### src/rtl/fifo_sync_pkg.sv
// rtl/fifo_sync_pkg.sv - shared constants/helpers for the fifo_sync slice
// Purpose: provides clog2 used to size pointers and the level counter.
// Ports: none (package).
package fifo_sync_pkg;

    // Bits needed to index 'value' entries; clog2(1) = 0.
    function automatic int clog2(input int value);
        int r;
        int v;
        r = 0;
        v = value - 1;
        while (v > 0) begin
            r = r + 1;
            v = v >> 1;
        end
        return r;
    endfunction

endpackage

### src/rtl/fifo_sync_if.sv
// rtl/fifo_sync_if.sv - push/pull data and status bundle for fifo_sync
// Purpose: groups the FIFO data path and status flags.
// Ports (named from the FIFO's point of view):
//   data_i/push_i/pull_i  - write data, write request, read request
//   data_o                - head-of-queue word (first-word-fall-through)
//   full_o/empty_o/afull_o/aempty_o/level_o - registered fill status
//   ovf_o/unf_o           - one-cycle rejected push / rejected pull pulses
// Modports: slave = FIFO side, master = producer/consumer side.
interface fifo_sync_if
    import fifo_sync_pkg::*;
#(
    parameter int g_width = 32,
    parameter int g_depth = 8
) ();

    localparam int LW = clog2(g_depth) + 1;

    logic [g_width-1:0] data_i;
    logic               push_i;
    logic               pull_i;
    logic [g_width-1:0] data_o;
    logic               full_o;
    logic               empty_o;
    logic               afull_o;
    logic               aempty_o;
    logic [LW-1:0]      level_o;
    logic               ovf_o;
    logic               unf_o;

    modport slave (
        input  data_i, push_i, pull_i,
        output data_o, full_o, empty_o, afull_o, aempty_o, level_o, ovf_o, unf_o
    );

    modport master (
        output data_i, push_i, pull_i,
        input  data_o, full_o, empty_o, afull_o, aempty_o, level_o, ovf_o, unf_o
    );

endinterface

### src/rtl/fifo_sync_ram.sv
// rtl/fifo_sync_ram.sv - storage array for fifo_sync
// Purpose: simple dual-port memory, synchronous write, asynchronous read.
// Ports:
//   clk_i   - clock, rising edge
//   we_i    - write enable
//   waddr_i - write address, wdata_i - write data
//   raddr_i - read address,  rdata_o - read data (combinational)
// Contents are deliberately not reset.
module fifo_sync_ram
    import fifo_sync_pkg::*;
#(
    parameter int g_width = 32,
    parameter int g_depth = 8
) (
    input  logic                       clk_i,
    input  logic                       we_i,
    input  logic [clog2(g_depth)-1:0]  waddr_i,
    input  logic [g_width-1:0]         wdata_i,
    input  logic [clog2(g_depth)-1:0]  raddr_i,
    output logic [g_width-1:0]         rdata_o
);

    logic [g_width-1:0] mem_q [g_depth];

    always_ff @(posedge clk_i) begin
        if (we_i) begin
            mem_q[waddr_i] <= wdata_i;
        end
    end

    assign rdata_o = mem_q[raddr_i];

endmodule

### src/rtl/fifo_sync.sv
// rtl/fifo_sync.sv - single-clock first-word-fall-through FIFO
// Purpose: N-entry data buffer with fill level, almost-full/almost-empty
//          thresholds and overflow/underflow pulses.
// Ports:
//   clk_i - clock, rising edge
//   rst_i - asynchronous reset, active-low
//   bus   - fifo_sync_if.slave (data, push/pull, status, error pulses)
module fifo_sync
    import fifo_sync_pkg::*;
#(
    parameter int g_width  = 32,
    parameter int g_depth  = 8,
    parameter int g_afull  = 6,
    parameter int g_aempty = 1
) (
    input  logic         clk_i,
    input  logic         rst_i,
    fifo_sync_if.slave   bus
);

    localparam int AW = clog2(g_depth);
    localparam int LW = AW + 1;

    localparam logic [LW-1:0] LVL_FULL   = LW'(g_depth);
    localparam logic [LW-1:0] LVL_AFULL  = LW'(g_afull);
    localparam logic [LW-1:0] LVL_AEMPTY = LW'(g_aempty);

    logic [AW-1:0] wr_ptr_q, wr_ptr_d;
    logic [AW-1:0] rd_ptr_q, rd_ptr_d;
    logic [LW-1:0] level_q, level_d;
    logic          full_q, full_d;
    logic          empty_q, empty_d;
    logic          afull_q, afull_d;
    logic          aempty_q, aempty_d;
    logic          ovf_q, ovf_d;
    logic          unf_q, unf_d;
    logic          push_ok, pull_ok;

    // Acceptance uses the registered (pre-edge) flags, so a full FIFO
    // never refills in the same cycle and an empty one never passes through.
    assign push_ok = bus.push_i & ~full_q;
    assign pull_ok = bus.pull_i & ~empty_q;

    always_comb begin
        wr_ptr_d = wr_ptr_q;
        rd_ptr_d = rd_ptr_q;
        level_d  = level_q;

        if (push_ok) begin
            wr_ptr_d = wr_ptr_q + AW'(1);
        end
        if (pull_ok) begin
            rd_ptr_d = rd_ptr_q + AW'(1);
        end

        case ({push_ok, pull_ok})
            2'b10:   level_d = level_q + LW'(1);
            2'b01:   level_d = level_q - LW'(1);
            default: level_d = level_q;
        endcase

        // Flags follow the next level so they move on the same edge as it.
        full_d   = (level_d == LVL_FULL);
        empty_d  = (level_d == '0);
        afull_d  = (level_d >= LVL_AFULL);
        aempty_d = (level_d <= LVL_AEMPTY);
        ovf_d    = bus.push_i & full_q;
        unf_d    = bus.pull_i & empty_q;
    end

    always_ff @(posedge clk_i or negedge rst_i) begin
        if (!rst_i) begin
            wr_ptr_q <= '0;
            rd_ptr_q <= '0;
            level_q  <= '0;
            full_q   <= 1'b0;
            empty_q  <= 1'b1;
            afull_q  <= 1'b0;
            aempty_q <= 1'b1;
            ovf_q    <= 1'b0;
            unf_q    <= 1'b0;
        end else begin
            wr_ptr_q <= wr_ptr_d;
            rd_ptr_q <= rd_ptr_d;
            level_q  <= level_d;
            full_q   <= full_d;
            empty_q  <= empty_d;
            afull_q  <= afull_d;
            aempty_q <= aempty_d;
            ovf_q    <= ovf_d;
            unf_q    <= unf_d;
        end
    end

    fifo_sync_ram #(
        .g_width (g_width),
        .g_depth (g_depth)
    ) u_ram (
        .clk_i   (clk_i),
        .we_i    (push_ok),
        .waddr_i (wr_ptr_q),
        .wdata_i (bus.data_i),
        .raddr_i (rd_ptr_q),
        .rdata_o (bus.data_o)
    );

    assign bus.full_o   = full_q;
    assign bus.empty_o  = empty_q;
    assign bus.afull_o  = afull_q;
    assign bus.aempty_o = aempty_q;
    assign bus.level_o  = level_q;
    assign bus.ovf_o    = ovf_q;
    assign bus.unf_o    = unf_q;

endmodule
### src/flat_wrapper.sv
// flat-port wrapper written by rule: the top's interface ports become plain ports
module fifo_sync_flat import fifo_sync_pkg::*;
#(
    parameter int g_width  = 32,
    parameter int g_depth  = 8,
    parameter int g_afull  = 6,
    parameter int g_aempty = 1
)
  (clk_i, rst_i, bus_data_i, bus_push_i, bus_pull_i, bus_data_o, bus_full_o, bus_empty_o, bus_afull_o, bus_aempty_o, bus_level_o, bus_ovf_o, bus_unf_o);
  fifo_sync_if #(.g_width(g_width), .g_depth(g_depth)) bus_i ();
  input  logic clk_i;
  input  logic rst_i;
  input wire logic [$bits(bus_i.data_i)-1:0] bus_data_i;
  input wire logic [$bits(bus_i.push_i)-1:0] bus_push_i;
  input wire logic [$bits(bus_i.pull_i)-1:0] bus_pull_i;
  output wire logic [$bits(bus_i.data_o)-1:0] bus_data_o;
  output wire logic [$bits(bus_i.full_o)-1:0] bus_full_o;
  output wire logic [$bits(bus_i.empty_o)-1:0] bus_empty_o;
  output wire logic [$bits(bus_i.afull_o)-1:0] bus_afull_o;
  output wire logic [$bits(bus_i.aempty_o)-1:0] bus_aempty_o;
  output wire logic [$bits(bus_i.level_o)-1:0] bus_level_o;
  output wire logic [$bits(bus_i.ovf_o)-1:0] bus_ovf_o;
  output wire logic [$bits(bus_i.unf_o)-1:0] bus_unf_o;
  assign bus_i.data_i = bus_data_i;
  assign bus_i.push_i = bus_push_i;
  assign bus_i.pull_i = bus_pull_i;
  assign bus_data_o = bus_i.data_o;
  assign bus_full_o = bus_i.full_o;
  assign bus_empty_o = bus_i.empty_o;
  assign bus_afull_o = bus_i.afull_o;
  assign bus_aempty_o = bus_i.aempty_o;
  assign bus_level_o = bus_i.level_o;
  assign bus_ovf_o = bus_i.ovf_o;
  assign bus_unf_o = bus_i.unf_o;
  fifo_sync #(.g_width(g_width), .g_depth(g_depth), .g_afull(g_afull), .g_aempty(g_aempty)) u_core (.clk_i(clk_i), .rst_i(rst_i), .bus(bus_i));
endmodule
### config.mk
export PLATFORM = sky130hd
export DESIGN_NAME = fifo_sync_flat
export DESIGN_NICKNAME = d
export VERILOG_FILES = /design/src/rtl/fifo_sync_pkg.sv /design/src/rtl/fifo_sync_if.sv /design/src/rtl/fifo_sync_ram.sv /design/src/rtl/fifo_sync.sv /design/src/flat_wrapper.sv
export SDC_FILE = /design/constraint.sdc
export NUM_CORES = 1
export LEC_CHECK = 0
export ABC_AREA = 1
export BUFFER_PORTS_ARGS = -buffer_cell sky130_fd_sc_hd__buf_2
export CAP_MARGIN = 10
export CORE_ASPECT_RATIO = 0.9
export CORE_UTILIZATION = 55
export DETAILED_ROUTE_END_ITERATION = 16
export GPL_ROUTABILITY_DRIVEN = 0
export MAX_ROUTING_LAYER = met4
export PLACE_DENSITY = 0.75
export REMOVE_ABC_BUFFERS = 1
export SYNTH_ARGS = -nofsm -noshare
export SYNTH_HDL_FRONTEND = slang
export SYNTH_HIERARCHICAL = 1
export SYNTH_SLANG_ARGS = --single-unit
### constraint.sdc
create_clock -name clk_i -period 2.3 [get_ports clk_i]
set_input_delay 0.23 -clock clk_i [delete_from_list [all_inputs] [get_ports clk_i]]
set_output_delay 0.23 -clock clk_i [all_outputs]
set_load 0.01 [all_outputs]
## Word level (Yosys, flattened, before mapping)

Memory sizes are Yosys's and may differ from the RTL's.
Cells that the tools add are included.

- Flip-flop bits (word level): 16
- Bits in writable memories: 256
- Output and inout port bits: 42
- Memories kept: 1

- Add/subtract/negate cells: 4
- $lt $le $gt $ge: 2
- Equality and inequality tests: 3
- Muxes and demuxes: 3
- Bitwise logic cells: 6
- Reduce and logical (&&, ||, !) cells: 1

Memory list:

| memory | words | bits a word | rd ports | clocked after memory_dff | write ports | line | RTL |
|---|---|---|---|---|---|---|---|
| u_core.u_ram.mem_q | 8 | 32 | 1 | 0 | 1 | fifo_sync_ram.sv:23 | `logic [g_width-1:0] mem_q [g_depth];` |

Operator list:

| operator | number |
|---|---|
| 4-bit case mux with 2 select lines | 1 |
| 3-bit by 1-bit adder with 3-bit output (second input constant) | 2 |
| 4-bit by 1-bit adder with 4-bit output (second input constant) | 1 |
| 1-bit AND | 4 |
| 4-bit == test (second input constant) | 1 |
| 4-bit by 3-bit >= comparator with 1-bit output (second input constant) | 1 |
| 4-bit by 1-bit less-or-equal comparator with 1-bit output (second input constant) | 1 |
| 4-bit zero test | 1 |
| 4-bit by 1-bit subtractor with 4-bit output (second input constant) | 1 |
| 2-bit by 1-bit == test with 1-bit output (second input constant) | 1 |
| 2-bit == test (second input constant) | 1 |
| 1-bit two-way mux | 2 |
| 1-bit inverter | 2 |

## Logic depth before layout (Yosys ltp)

- Word-level depth: 5
- Gate-level depth with buffers: 13
- Depth with buffers taken out: 13

## Modules after synthesis

The synthesis kept the hierarchy.

By module, submodules not included:

| module | times used | cells each | area an instance (um^2) |
|---|---|---|---|
| fifo_sync_ram | 1 | 1124 | 11232.0 |
| fifo_sync | 1 | 91 | 819.5 |

## Worst setup path after synthesis

OpenSTA, ideal clock, no wires.

- Path type: reg-to-reg
- Start: register u_core.full_q (netlist: u_core/bus.full_o)
- End: memory u_core.u_ram.mem_q[1][0], enable pin
- Arrival time: 2.192 ns
- Data required time: 1.879 ns
- Slack: -0.313 ns
- Stages on the path, launching flop included: 6
- Buffers on the path: 0
- Clock period less this slack: 2.613 ns
- Path through: dfrtp_1 inv_1 nand2_2 inv_1 nand2_1 nor2_1

- Word-level cells in the longest chain between the ends: 4

RTL lines:

| what | line | RTL |
|---|---|---|
| start, declared | fifo_sync.sv:31 | `logic full_q, full_d;` |
| start signal, assigned | fifo_sync.sv:86 | `full_q <= full_d;` |
| 1-bit inverter | fifo_sync.sv:41 | `assign push_ok = bus.push_i & ~full_q;` |
| 1-bit AND | fifo_sync.sv:41 |  |
| via u_core.push_ok | fifo_sync.sv:37 | `logic push_ok, pull_ok;` |
| 1-bit two-way mux | fifo_sync_ram.sv:26 | `if (we_i) begin` |
| 1-bit two-way mux (implied by the code) | fifo_sync_ram.sv:27 | `mem_q[waddr_i] <= wdata_i;` |
| end, declared | fifo_sync_ram.sv:23 |  |

The timed path passes the listed nets, and every way through them passes these cells.

## Worst setup path in the final report

- Start: register u_core.rd_ptr_q[0]
- End: output port bus_data_o[29]

- Word-level cells in the longest chain between the ends: 1

RTL lines:

| what | line | RTL |
|---|---|---|
| start, declared | fifo_sync.sv:29 | `logic [AW-1:0] rd_ptr_q, rd_ptr_d;` |
| start signal, assigned | fifo_sync.sv:84 | `rd_ptr_q <= rd_ptr_d;` |
| memory read 8 x 32 bit | -- |  |
| end, declared | flat_wrapper.sv:16 | `output wire logic [$bits(bus_i.data_o)-1:0] bus_data_o;` |

Every way passes these cells.

==> impl_metrics.env <==
export IMPL_cts_tree="done"
export IMPL_p_leak_nw=6.64
export IMPL_cts_clk_slew_worst_paths_ns=0.06
export IMPL_synthMostInstantiatedCell="nand2_1"
export IMPL_syn2layout_area_growth_pct=17.3
export IMPL_async_flop_share_pct=5.88
export IMPL_fmax_mhz=450
export IMPL_ys_seq_elements=272
export IMPL_dr_pass1_iters=5
export IMPL_viasPerCell=4.98
export IMPL_via_count=8198
export IMPL_grt_start_max_net_pins=67
export IMPL_drive_gt1_share_pct=12.8
export IMPL_layout_cells_non_filler=1647
export IMPL_ioPinCount=78
export IMPL_synth_common_cells="447 x nand2_1, 273 x inv_1, 256 x edfxtp_1"
export IMPL_core_sq_um=21100
export IMPL_max_slew_margin_rel_pct=74.6
export IMPL_r2r_cells=6
export IMPL_ctsHtreeMaxLevel=1
export IMPL_routedWlPerCell_um=16.0
export IMPL_dieArea_sq_um=22500
export IMPL_clockRootBuffer="clkbuf_16"
export IMPL_die_h_um=142
export IMPL_dr_first_iter_drc_count=751
export IMPL_routed_wl_um=26300
export IMPL_ant_nets=0
export IMPL_fin_crit_sh_pct=96.6
export IMPL_synth_fa_ha_area_share_pct=0.415
export IMPL_min_to="u_core/u_ram/mem_q[4][31]"
export IMPL_synth_compound_area_share_pct=0.125
export IMPL_grt_pass1_wl_um=40600
export IMPL_setup_viol=0
export IMPL_multiInputGateArea_sq_um=2680
export IMPL_critical_path_class="reg -> out"
export IMPL_drc=0
export IMPL_ir_worst_vdd_uv=707
export IMPL_fp_dieW_um=158
export IMPL_synth_edf_count=256
export IMPL_r2r_slack_ns=0.36
export IMPL_final_min_clock_period_ns=2.22
export IMPL_overflow=0
export IMPL_first_global_vias=7936
export IMPL_cp_arrival_ns=1.99
export IMPL_clkLatencyLatePin_ns=0.52
export IMPL_synth_mux_area_share_pct=0
export IMPL_power_density_nw_per_um2=1250
export IMPL_ys_types=25
export IMPL_tightest_slew_ns=0.381
export IMPL_worstPathRequired_ns=2.07
export IMPL_fill_cells=1607
export IMPL_grtUsageTotal_pct=24.4
export IMPL_cp_end_kind="output port"
export IMPL_numCtsBuffers=27
export IMPL_nNetsFinal=1380
export IMPL_report_final_slew_viol_count=0
export IMPL_reg2reg_to="u_core/u_ram/mem_q[5][23]"
export IMPL_skew_ns=0.00589
export IMPL_synth_xor_area_share_pct=0.436
export IMPL_synth_top_family_by_area="simple AND/OR/NAND/NOR gates"
export IMPL_synth_top_area_share_pct=63.8
export IMPL_netlist_top_cell_by_area="edfxtp_1"
export IMPL_synth_area_leaders="edfxtp_1 64%, nand2_1 14%, inv_1 8.5%"
export IMPL_final_hold_viol_count=0
export IMPL_crit_path_max_fanout=65
export IMPL_dp_cells=1559
export IMPL_hold_path_class="in -> reg"
export IMPL_syn_area_sq_um=12100
export IMPL_ys_warn_count=6
export IMPL_io_buffers=77
export IMPL_seq_area_sq_um=8100
export IMPL_place_hpwl_um=14000
export IMPL_maxCapViolCount=0
export IMPL_antenna_found_initial=1
export IMPL_rsz0062_at_grt="yes"
export IMPL_synth_area_per_cell_sq_um=9.92
export IMPL_clkSinkCount=272
export IMPL_total_power_mw=17.7
export IMPL_status="finished clean"
export IMPL_clock_path_buffers=3
export IMPL_synth_seq_area_share_pct=67.1
export IMPL_syn_inst=1215
export IMPL_critPathLaunchType="flop"
export IMPL_hp_start="bus_data_i[31]"
export IMPL_yosys_most_used_dff="edfxtp_1"
export IMPL_hold_depth=1
export IMPL_initial_core_util_pct=57.0
export IMPL_fp_row_count=50
export IMPL_timing_rr_start="u_core/bus.full_o"
export IMPL_yosys_area_share_simple_pct=20.8
metal layers:
metal	part of all wire [%]	global-route usage, %	up-vias
met5	0	-	-
met4	2.4	8.00	0
met3	6.6	3.38	53
met2	50	41.7	283
met1	41	30.1	3842
li1	-	-	4020
what timing repair did:
action,in CTS,in global routing
endpoints found under the setup margin,9,27
hold buffers,31,0
pin swaps,0,2
hold endpoints to repair,232,0
gates cloned,2,2
gates resized for setup,5,7
setup buffers,0,3
critical path, stage by stage (launching register included):
cell	delay, ns
dfrtp_4	0.57
buf_16	0.24
nand2_1	0.14
nand3_1	0.10
nand2_1	0.10
nand2_1	0.06
nand2_1	0.09
buf_2	0.13
area by class of cell:
cell class / instances / area share [%]
sequential: 272 / 57.3
timing repair inverter: 1 / 0.0619
antenna: 1 / 0.0177
clock inverter: 11 / 0.540
multi-input combinational: 619 / 19.0
timing repair buffer: 143 / 8.05
inverter: 276 / 7.42
clock buffer: 38 / 5.14
tap: 286 / 2.53
sequential cells by signal, indices dropped and copies added, names as in the netlist:
name,flops
u_core/bus.level_o,4
u_core/u_ram/mem_q,256
u_core/bus.ovf_o,1
u_core/bus.full_o,1
u_core/rd_ptr_q,3
u_core/bus.afull_o,1
u_core/bus.empty_o,1
u_core/bus.unf_o,1
u_core/wr_ptr_q,3
u_core/bus.aempty_o,1
report_power, final:
group	switching, mW	total, mW	internal (mW)
Combinational	4.60	7.03	2.42
Clock	1.73	4.03	2.30
Sequential	0.310	6.63	6.32
worst max path at each step:
stage                       start                        to  slack [ns]  depth (start not counted)
3_3_place_gp    u_core/bus.full_o  u_core/u_ram/mem_q[5][6]        0.39                          6
6_report       u_core/rd_ptr_q[0]            bus_data_o[29]        0.08                          7
4_1_cts        u_core/rd_ptr_q[0]             bus_data_o[9]        0.04                          7
5_1_grt        u_core/rd_ptr_q[0]            bus_data_o[29]       -0.05                          7
2_1_floorplan  u_core/rd_ptr_q[0]            bus_data_o[30]       -2.20                          6
3_5_place_dp    u_core/bus.full_o  u_core/u_ram/mem_q[5][6]        0.36                          6
cells by family after synthesis:
| family | count (synthesis) |
|---|---|
| AOI/OAI and AO/OA | 3 |
| xor gates and xnor gates | 6 |
| adders and majority gates | 4 |
| buffers and inverters | 324 |
| DFF | 272 |
| and+or+nand+nor | 606 |
per-stage QoR:
stage,worst slack (ns),instance area (sq um),util [%],hold WS [ns],setup TNS (ns)
after floorplan,-2.20,11700,-,-0.0656,-150.21
after global placement,0.392,12900,60.8,0.167,0
after detailed placement,0.362,12900,60.8,0.174,0
after CTS,0.0371,14100,66.6,0.00662,0
after global routing,-0.0487,14100,66.9,0.0168,-0.0487
final,0.0779,14100,66.9,0.00528,0
cells in the final DEF, fill, tap and decap left out, types with 6 or more instances in the layout:
cell type and n:
buf_2 75, buf_4 25, clkbuf_1 10, clkbuf_16 28
dfrtp_1 12, dlygate4sd3_1 31, edfxtp_1 256, inv_1 273
nand2_1 445, nand2_2 6, nand3_1 135, nor2_4 8
Note: power is estimated with default switching activity, not from simulation.
